`config.mk`:
```
export PLATFORM = sky130hd
export DESIGN_NAME = i2s_pcm_packer_flat
export DESIGN_NICKNAME = d
export VERILOG_FILES = /design/src/rtl/i2s_pcm_packer_if.sv /design/src/rtl/i2s_pcm_packer.sv /design/src/flat_wrapper.sv
export SDC_FILE = /design/constraint.sdc
export NUM_CORES = 1
export LEC_CHECK = 0
export CAP_MARGIN = 20
export CORE_UTILIZATION = 57
export CTS_BUF_LIST = sky130_fd_sc_hd__clkbuf_16
export CTS_CLUSTER_SIZE = 10
export DETAILED_ROUTE_END_ITERATION = 6
export GPL_ROUTABILITY_DRIVEN = 1
export MAX_ROUTING_LAYER = met4
export PLACE_DENSITY_LB_ADDON = 0.1
export SYNTH_ARGS = -nofsm -noshare
export SYNTH_HDL_FRONTEND = slang
export SYNTH_SLANG_ARGS = --single-unit
```
`constraint.sdc`:
```
create_clock -name clk -period 7.3 [get_ports clk]
set_input_delay 1.46 -clock clk [delete_from_list [all_inputs] [get_ports clk]]
set_output_delay 1.46 -clock clk [all_outputs]
set_load 0.01 [all_outputs]
```
`src/rtl/i2s_pcm_packer_if.sv`:
```
// i2s_pcm_packer_if
// Groups the two data paths of the PCM packer: the show-ahead read port of
// the I2S RX sample FIFO and the packed-word valid/ready output stream.
//   fifo_empty  FIFO has no entries
//   fifo_rdata  FIFO head entry (valid while fifo_empty is low)
//   fifo_rd     pop strobe from the packer
//   out_valid   packed word available
//   out_ready   consumer accepts the word
//   out_data    packed word, sample 0 in the lowest lane
//   out_lanes   number of valid lanes in out_data
// master = packer side, slave = FIFO/consumer side.
interface i2s_pcm_packer_if;
   logic        fifo_empty;
   logic [31:0] fifo_rdata;
   logic        fifo_rd;
   logic        out_valid;
   logic        out_ready;
   logic [31:0] out_data;
   logic [2:0]  out_lanes;

   modport master (
      input  fifo_empty, fifo_rdata, out_ready,
      output fifo_rd, out_valid, out_data, out_lanes
   );

   modport slave (
      output fifo_empty, fifo_rdata, out_ready,
      input  fifo_rd, out_valid, out_data, out_lanes
   );
endinterface

```
`src/rtl/i2s_pcm_packer.sv`:
```
// i2s_pcm_packer
// Pops PCM samples from the I2S RX FIFO and packs 1x32, 2x16 or 4x8-bit
// samples into 32-bit words on a valid/ready stream. A partial word is
// emitted on a flush pulse or after a programmable idle timeout.
// Ports:
//   clk        system clock (rising edge)
//   rst_n      asynchronous active-low reset
//   en         packer enable; mode is latched when it rises
//   pack_mode  00 1x32, 01 2x16, 10 4x8, 11 treated as 00
//   timeout    idle cycles before a partial word is flushed (0 = off)
//   flush      single-cycle request to emit the partial word
//   bus        FIFO read port + packed output stream (master modport)
//   words_out  count of accepted output words, wraps at 16 bits
module i2s_pcm_packer #(
   parameter int TW = 16
) (
   input  logic                   clk,
   input  logic                   rst_n,
   input  logic                   en,
   input  logic [1:0]             pack_mode,
   input  logic [TW-1:0]          timeout,
   input  logic                   flush,
   i2s_pcm_packer_if.master       bus,
   output logic [15:0]            words_out
);

   typedef enum logic [1:0] {
      ST_IDLE  = 2'd0,
      ST_RUN   = 2'd1,
      ST_DRAIN = 2'd2
   } state_t;

   state_t        state_r;
   logic [1:0]    mode_r;
   logic [31:0]   acc_r;
   logic [1:0]    lane_cnt_r;
   logic [TW-1:0] idle_ctr_r;
   logic          out_valid_r;
   logic [31:0]   out_data_r;
   logic [2:0]    out_lanes_r;
   logic [15:0]   words_out_r;

   logic [1:0]    last_lane_s;
   logic [2:0]    lanes_n_s;
   logic          slot_free_s;
   logic          pop_s;
   logic          complete_s;
   logic          timeout_hit_s;
   logic          trigger_s;
   logic          drain_emit_s;
   logic          load_s;
   logic [31:0]   merged_s;

   // Write the sample into one lane of the accumulator, keeping the others.
   function automatic logic [31:0] insert_lane(
      input logic [31:0] acc,
      input logic [31:0] smp,
      input logic [1:0]  mode,
      input logic [1:0]  lane
   );
      logic [31:0] r;
      r = acc;
      case (mode)
         2'b01: begin
            if (lane[0]) begin
               r[31:16] = smp[15:0];
            end else begin
               r[15:0] = smp[15:0];
            end
         end
         2'b10: begin
            case (lane)
               2'd0:    r[7:0]   = smp[7:0];
               2'd1:    r[15:8]  = smp[7:0];
               2'd2:    r[23:16] = smp[7:0];
               default: r[31:24] = smp[7:0];
            endcase
         end
         default: r = smp;
      endcase
      return r;
   endfunction

   // Lanes per word for the latched mode.
   always_comb begin
      last_lane_s = 2'd0;
      lanes_n_s   = 3'd1;
      case (mode_r)
         2'b01: begin
            last_lane_s = 2'd1;
            lanes_n_s   = 3'd2;
         end
         2'b10: begin
            last_lane_s = 2'd3;
            lanes_n_s   = 3'd4;
         end
         default: begin
            last_lane_s = 2'd0;
            lanes_n_s   = 3'd1;
         end
      endcase
   end

   assign slot_free_s = !out_valid_r || bus.out_ready;

   // Pop decision: a sample that completes a word is only taken when the
   // output slot can accept the word in the same cycle.
   always_comb begin
      if ((state_r == ST_RUN) && en && !bus.fifo_empty &&
          ((lane_cnt_r < last_lane_s) || slot_free_s)) begin
         pop_s = 1'b1;
      end else begin
         pop_s = 1'b0;
      end
   end

   assign complete_s    = pop_s && (lane_cnt_r == last_lane_s);
   assign merged_s      = insert_lane(acc_r, bus.fifo_rdata, mode_r, lane_cnt_r);
   assign timeout_hit_s = (timeout != {TW{1'b0}}) && (idle_ctr_r == timeout);
   // A completing pop leaves nothing to flush, so it wins over a trigger.
   assign trigger_s     = (flush || timeout_hit_s) && (lane_cnt_r != 2'd0) && !complete_s;
   assign drain_emit_s  = (state_r == ST_DRAIN) && en && slot_free_s;
   assign load_s        = complete_s || drain_emit_s;

   // Packer FSM with accumulator, idle counter and registered output word.
   always_ff @(posedge clk or negedge rst_n) begin
      if (!rst_n) begin
         state_r     <= ST_IDLE;
         mode_r      <= 2'b00;
         acc_r       <= 32'd0;
         lane_cnt_r  <= 2'd0;
         idle_ctr_r  <= {TW{1'b0}};
         out_valid_r <= 1'b0;
         out_data_r  <= 32'd0;
         out_lanes_r <= 3'd0;
      end else begin
         // A pending word is never retracted; it only drops once accepted,
         // unless a new word replaces it in the same cycle.
         if (load_s) begin
            out_valid_r <= 1'b1;
            out_data_r  <= complete_s ? merged_s : acc_r;
            out_lanes_r <= complete_s ? lanes_n_s : {1'b0, lane_cnt_r};
         end else if (bus.out_ready) begin
            out_valid_r <= 1'b0;
         end else begin
            out_valid_r <= out_valid_r;
         end

         if (!en) begin
            state_r    <= ST_IDLE;
            acc_r      <= 32'd0;
            lane_cnt_r <= 2'd0;
            idle_ctr_r <= {TW{1'b0}};
         end else begin
            case (state_r)
               ST_IDLE: begin
                  mode_r  <= (pack_mode == 2'b11) ? 2'b00 : pack_mode;
                  state_r <= ST_RUN;
               end
               ST_RUN: begin
                  if (pop_s) begin
                     if (complete_s) begin
                        acc_r      <= 32'd0;
                        lane_cnt_r <= 2'd0;
                        idle_ctr_r <= {TW{1'b0}};
                     end else begin
                        acc_r      <= merged_s;
                        lane_cnt_r <= lane_cnt_r + 2'd1;
                        // The pop cycle counts as idle cycle 0, so the
                        // counter reads 1 in the first cycle after it.
                        idle_ctr_r <= TW'(1);
                     end
                  end else if (lane_cnt_r == 2'd0) begin
                     idle_ctr_r <= {TW{1'b0}};
                  end else if (idle_ctr_r != {TW{1'b1}}) begin
                     idle_ctr_r <= idle_ctr_r + TW'(1);
                  end else begin
                     idle_ctr_r <= idle_ctr_r;
                  end
                  if (trigger_s) begin
                     state_r <= ST_DRAIN;
                  end else begin
                     state_r <= ST_RUN;
                  end
               end
               ST_DRAIN: begin
                  if (slot_free_s) begin
                     acc_r      <= 32'd0;
                     lane_cnt_r <= 2'd0;
                     idle_ctr_r <= {TW{1'b0}};
                     state_r    <= ST_RUN;
                  end else begin
                     state_r <= ST_DRAIN;
                  end
               end
               default: begin
                  state_r <= ST_IDLE;
               end
            endcase
         end
      end
   end

   // Accepted-word counter, running regardless of enable.
   always_ff @(posedge clk or negedge rst_n) begin
      if (!rst_n) begin
         words_out_r <= 16'd0;
      end else if (out_valid_r && bus.out_ready) begin
         words_out_r <= words_out_r + 16'd1;
      end else begin
         words_out_r <= words_out_r;
      end
   end

   assign bus.fifo_rd   = pop_s;
   assign bus.out_valid = out_valid_r;
   assign bus.out_data  = out_data_r;
   assign bus.out_lanes = out_lanes_r;
   assign words_out     = words_out_r;

endmodule

```
`src/flat_wrapper.sv`:
```
// flat-port wrapper written by rule: the top's interface ports become plain ports
module i2s_pcm_packer_flat 
#(
   parameter int TW = 16
)
  (clk, rst_n, en, pack_mode, timeout, flush, words_out, bus_fifo_empty, bus_fifo_rdata, bus_out_ready, bus_fifo_rd, bus_out_valid, bus_out_data, bus_out_lanes);
  i2s_pcm_packer_if bus_i ();
  input  logic clk;
  input  logic rst_n;
  input  logic en;
  input  logic [1:0] pack_mode;
  input  logic [TW-1:0] timeout;
  input  logic flush;
  output logic [15:0] words_out;
  input wire logic [$bits(bus_i.fifo_empty)-1:0] bus_fifo_empty;
  input wire logic [$bits(bus_i.fifo_rdata)-1:0] bus_fifo_rdata;
  input wire logic [$bits(bus_i.out_ready)-1:0] bus_out_ready;
  output wire logic [$bits(bus_i.fifo_rd)-1:0] bus_fifo_rd;
  output wire logic [$bits(bus_i.out_valid)-1:0] bus_out_valid;
  output wire logic [$bits(bus_i.out_data)-1:0] bus_out_data;
  output wire logic [$bits(bus_i.out_lanes)-1:0] bus_out_lanes;
  assign bus_i.fifo_empty = bus_fifo_empty;
  assign bus_i.fifo_rdata = bus_fifo_rdata;
  assign bus_i.out_ready = bus_out_ready;
  assign bus_fifo_rd = bus_i.fifo_rd;
  assign bus_out_valid = bus_i.out_valid;
  assign bus_out_data = bus_i.out_data;
  assign bus_out_lanes = bus_i.out_lanes;
  i2s_pcm_packer #(.TW(TW)) u_core (.clk(clk), .rst_n(rst_n), .en(en), .pack_mode(pack_mode), .timeout(timeout), .flush(flush), .bus(bus_i), .words_out(words_out));
endmodule
```
==> results.toml <==
[timing]
fin_skew_ns = 0.00629
finalSetupViolations = 0
slew_headroom_pct = 31.4
fin_tns_setup_ns = 0
hold_violations = 0
max_slew.worst_pin.slew_ns = 1.02
timing.hold.ws_ns = 0.482
finalCritPeriodShare_pct = 63.0
period_needed_ns = 4.60
layout_setup_ws_ns = 2.70
finalMaxSlewViolations = 0
max_freq_mhz = 217
rsz0062_at_grt = "false"

[cts]
path_clk_slew_ns = 0.07
cts_buffers = 9
post_cts_buffers = 0
clock-sinks = 106
post_cts_resized = 0
cts_tree = "yes"
clk_latency_ns = 0.34
cts_hold_buf = 0
htree_levels = 3
cts_buffer_depth = 2
root_buffer = "clkbuf_16"

[detailed_routing]
drt_iter0_markers = 441
drcViolationCount = 0
drt_pass1_iterations = 7
postRouteWirelength_um = 15900
vias = 5290
wl_per_cell_um = 19.5
routed_via_density = 6.48
ant_nets = 0

[outcome]
status = "finished clean"

[placement]
io_buffers = 108
gp_congestion = 0.939
detailedPlace.worstSlack_ns = 2.70
dp.cells = 799
dp_hpwl_um = 10800

[layout]
mostFrequentLayoutCells = "clkdlybuf4s50_1, dfrtp_1, nand2_1, a22o_1, nor2_1"
final_common_cell = "clkdlybuf4s50_1"
antenna_cells = 0
nets = 745
final_cell_count_no_fill = 816
area_growth_syn_to_layout_pct = 26.0
drive_gt1_share_pct = 8.78

[global_route]
grt_overflow = 0
grtUsageTotal_pct = 32.5
grt_max_degree = 55
grt_pass1_vias = 5106
grt_pass1_wl_um = 25500
antenna_found_initial = 0

[critical_path]
path_cells = "clkdlybuf4s50_1 > and2b_1 > a2bb2oi_2 > nor2_1 > clkdlybuf4s50_1"
arrival_ns = 3.14
crit_path_max_fanout = 5
cpMostUsedCell = "clkdlybuf4s50_1"
path_class = "in2out"
slowest_stage = "clkdlybuf4s50_1"
cp.required_ns = 5.84
cpPeakStageDelay_ns = 0.48
r2r_cells = 10
rr_endpoint = "u_core.bus.out_data[6]"
rrSetupSlack_ns = 3.48
setup.worst_path.start_class = "input port"
rr_startpoint = "u_core.mode_r[0]"
crit_path_end_kind = "output pin"
startpoint = "bus_out_ready"

[synth]
ys_seq_elements = 106
ys_seq_area_share_pct = 45.8
yosys.area_share.simple_pct = 16.0
synthXorXnorAreaFrac_pct = 4.69
synth_fa_ha_area_share_pct = 2.38
syn_inst = 580
synth_top_area_cell = "dfrtp_1"
muxShareOfSynthArea_pct = 4.86
syn_nets = 647
synth-edff-count = 0
synth_top_family_by_area = "compound AO/OA/AOI/OAI gates"
syn_area_um2 = 5790
avgSynthCellArea_um2 = 9.98
synth_top_area_share_pct = 45.8
yosysWarnings = 0
synth_cell_types = 54
synth_area_leaders = "dfrtp_1, a22o_1, mux2_2"
ys.flop_type = "dfrtp_1"
async_flop_share_pct = 100
synth_compound_area_share_pct = 22.8

[worst_hold_path]
min_path_type = "reg2reg"
hold_depth = 1
min_from = "u_core.words_out[15]"
hold_end = "u_core.words_out[15]"

[die]
start_util_pct = 58.9
ios = 109
die_area_um2 = 10600
row_count = 36
die_h_um = 103
die_width_um = 103
coreArea_um2 = 9820

[pwr]
peakVddDrop_mv = 0.203
power_leakage_nw = 3.12
p_per_area_nw_per_um2 = 277

[run]
drv_cap = 0
[how the worst max path moves through the flow]
| stage | end | slack, ns | cells past startpoint |
|---|---|---|---|
| after global routing | bus_fifo_rd | 2.57 | 9 |
| after floorplan | bus_fifo_rd | 3.76 | 3 |
| final | bus_fifo_rd | 2.70 | 5 |
| after CTS | bus_fifo_rd | 2.69 | 5 |
| after global placement | bus_fifo_rd | 2.70 | 5 |
| after detailed placement | bus_fifo_rd | 2.70 | 5 |
[cell usage after synthesis, types with 3 or more instances]
cell	instances
a21o_1	6
a21oi_1	18
a221o_1	17
a221oi_1	8
a222oi_1	8
a22o_1	46
a22oi_1	6
a31oi_1	13
and2_1	8
and3_1	3
buf_2	10
clkbuf_1	15
dfrtp_1	106
ha_1	11
inv_1	18
mux2_2	25
nand2_1	69
nand2b_1	4
nand3_1	15
nand3b_1	3
nand4_1	9
nor2_1	32
nor2b_1	14
nor3_1	10
nor4_1	9
o211ai_1	6
o21ai_0	29
or4_1	3
xnor2_1	17
xor2_1	14
[report_power, final]
group	total (W)	switching, W	internal [W]	leakage [nW]
clock	0.000521	0.000220	0.000300	0.153
combinational	0.000694	0.000326	0.000368	1.55
sequential	0.000808	0.0000976	0.000710	1.41
[metrics by stage]
step                      util (%)  instance area, µm²  power, W
after global routing          74.3                7290   0.00211
after CTS                     74.1                7280   0.00202
after global placement        70.9                6960   0.00148
final                         74.3                7290   0.00202
after detailed placement      70.9                6960   0.00150
after floorplan                  -                5790   0.00115
[registers in the layout, summed over array words and instances (netlist names)]
register,cells
u_core.lane_cnt_r,2
u_core.acc_r,32
u_core.state_r,2
u_core.idle_ctr_r,16
u_core.bus.out_data,32
u_core.words_out,16
u_core.mode_r,2
u_core.bus.out_valid,1
u_core.bus.out_lanes,3
[routing by layer]
| layer | wire, µm | track usage, % |
|---|---|---|
| met1 | 6710 | 43.8 |
| met2 | 7600 | 49.5 |
| met3 | 1290 | 4.47 |
| met4 | 344 | 13.5 |
| met5 | 0 | - |
[worst max-delay path: cells and delay by family]
family	cells	cell delay [ns]
buffers and inverters	2	0.93
AND/OR/NAND/NOR	2	0.46
AO/OA/AOI/OAI	1	0.28
[final cells by class]
cell class / instances / area [µm²]
Tap cell: 133 / 166
Clock buffer: 9 / 225
Inverter: 20 / 75.1
Fill cell: 722 / 2530
Clock inverter: 7 / 92.6
Timing Repair Buffer: 114 / 1130
Multi-Input combinational cell: 427 / 2950
Sequential cell: 106 / 2650
[logic make-up (layout without fill, tap and decap cells)]
group	after synthesis	after routing
AO/OA/AOI/OAI	171	171
AND/OR/NAND/NOR	189	189
buffers and inverters	47	150
flip-flops	106	106
adder cells (fa/ha/maj)	11	11
XOR/XNOR	31	31
multiplexers	25	25
Power figures use the tool's default switching activity.
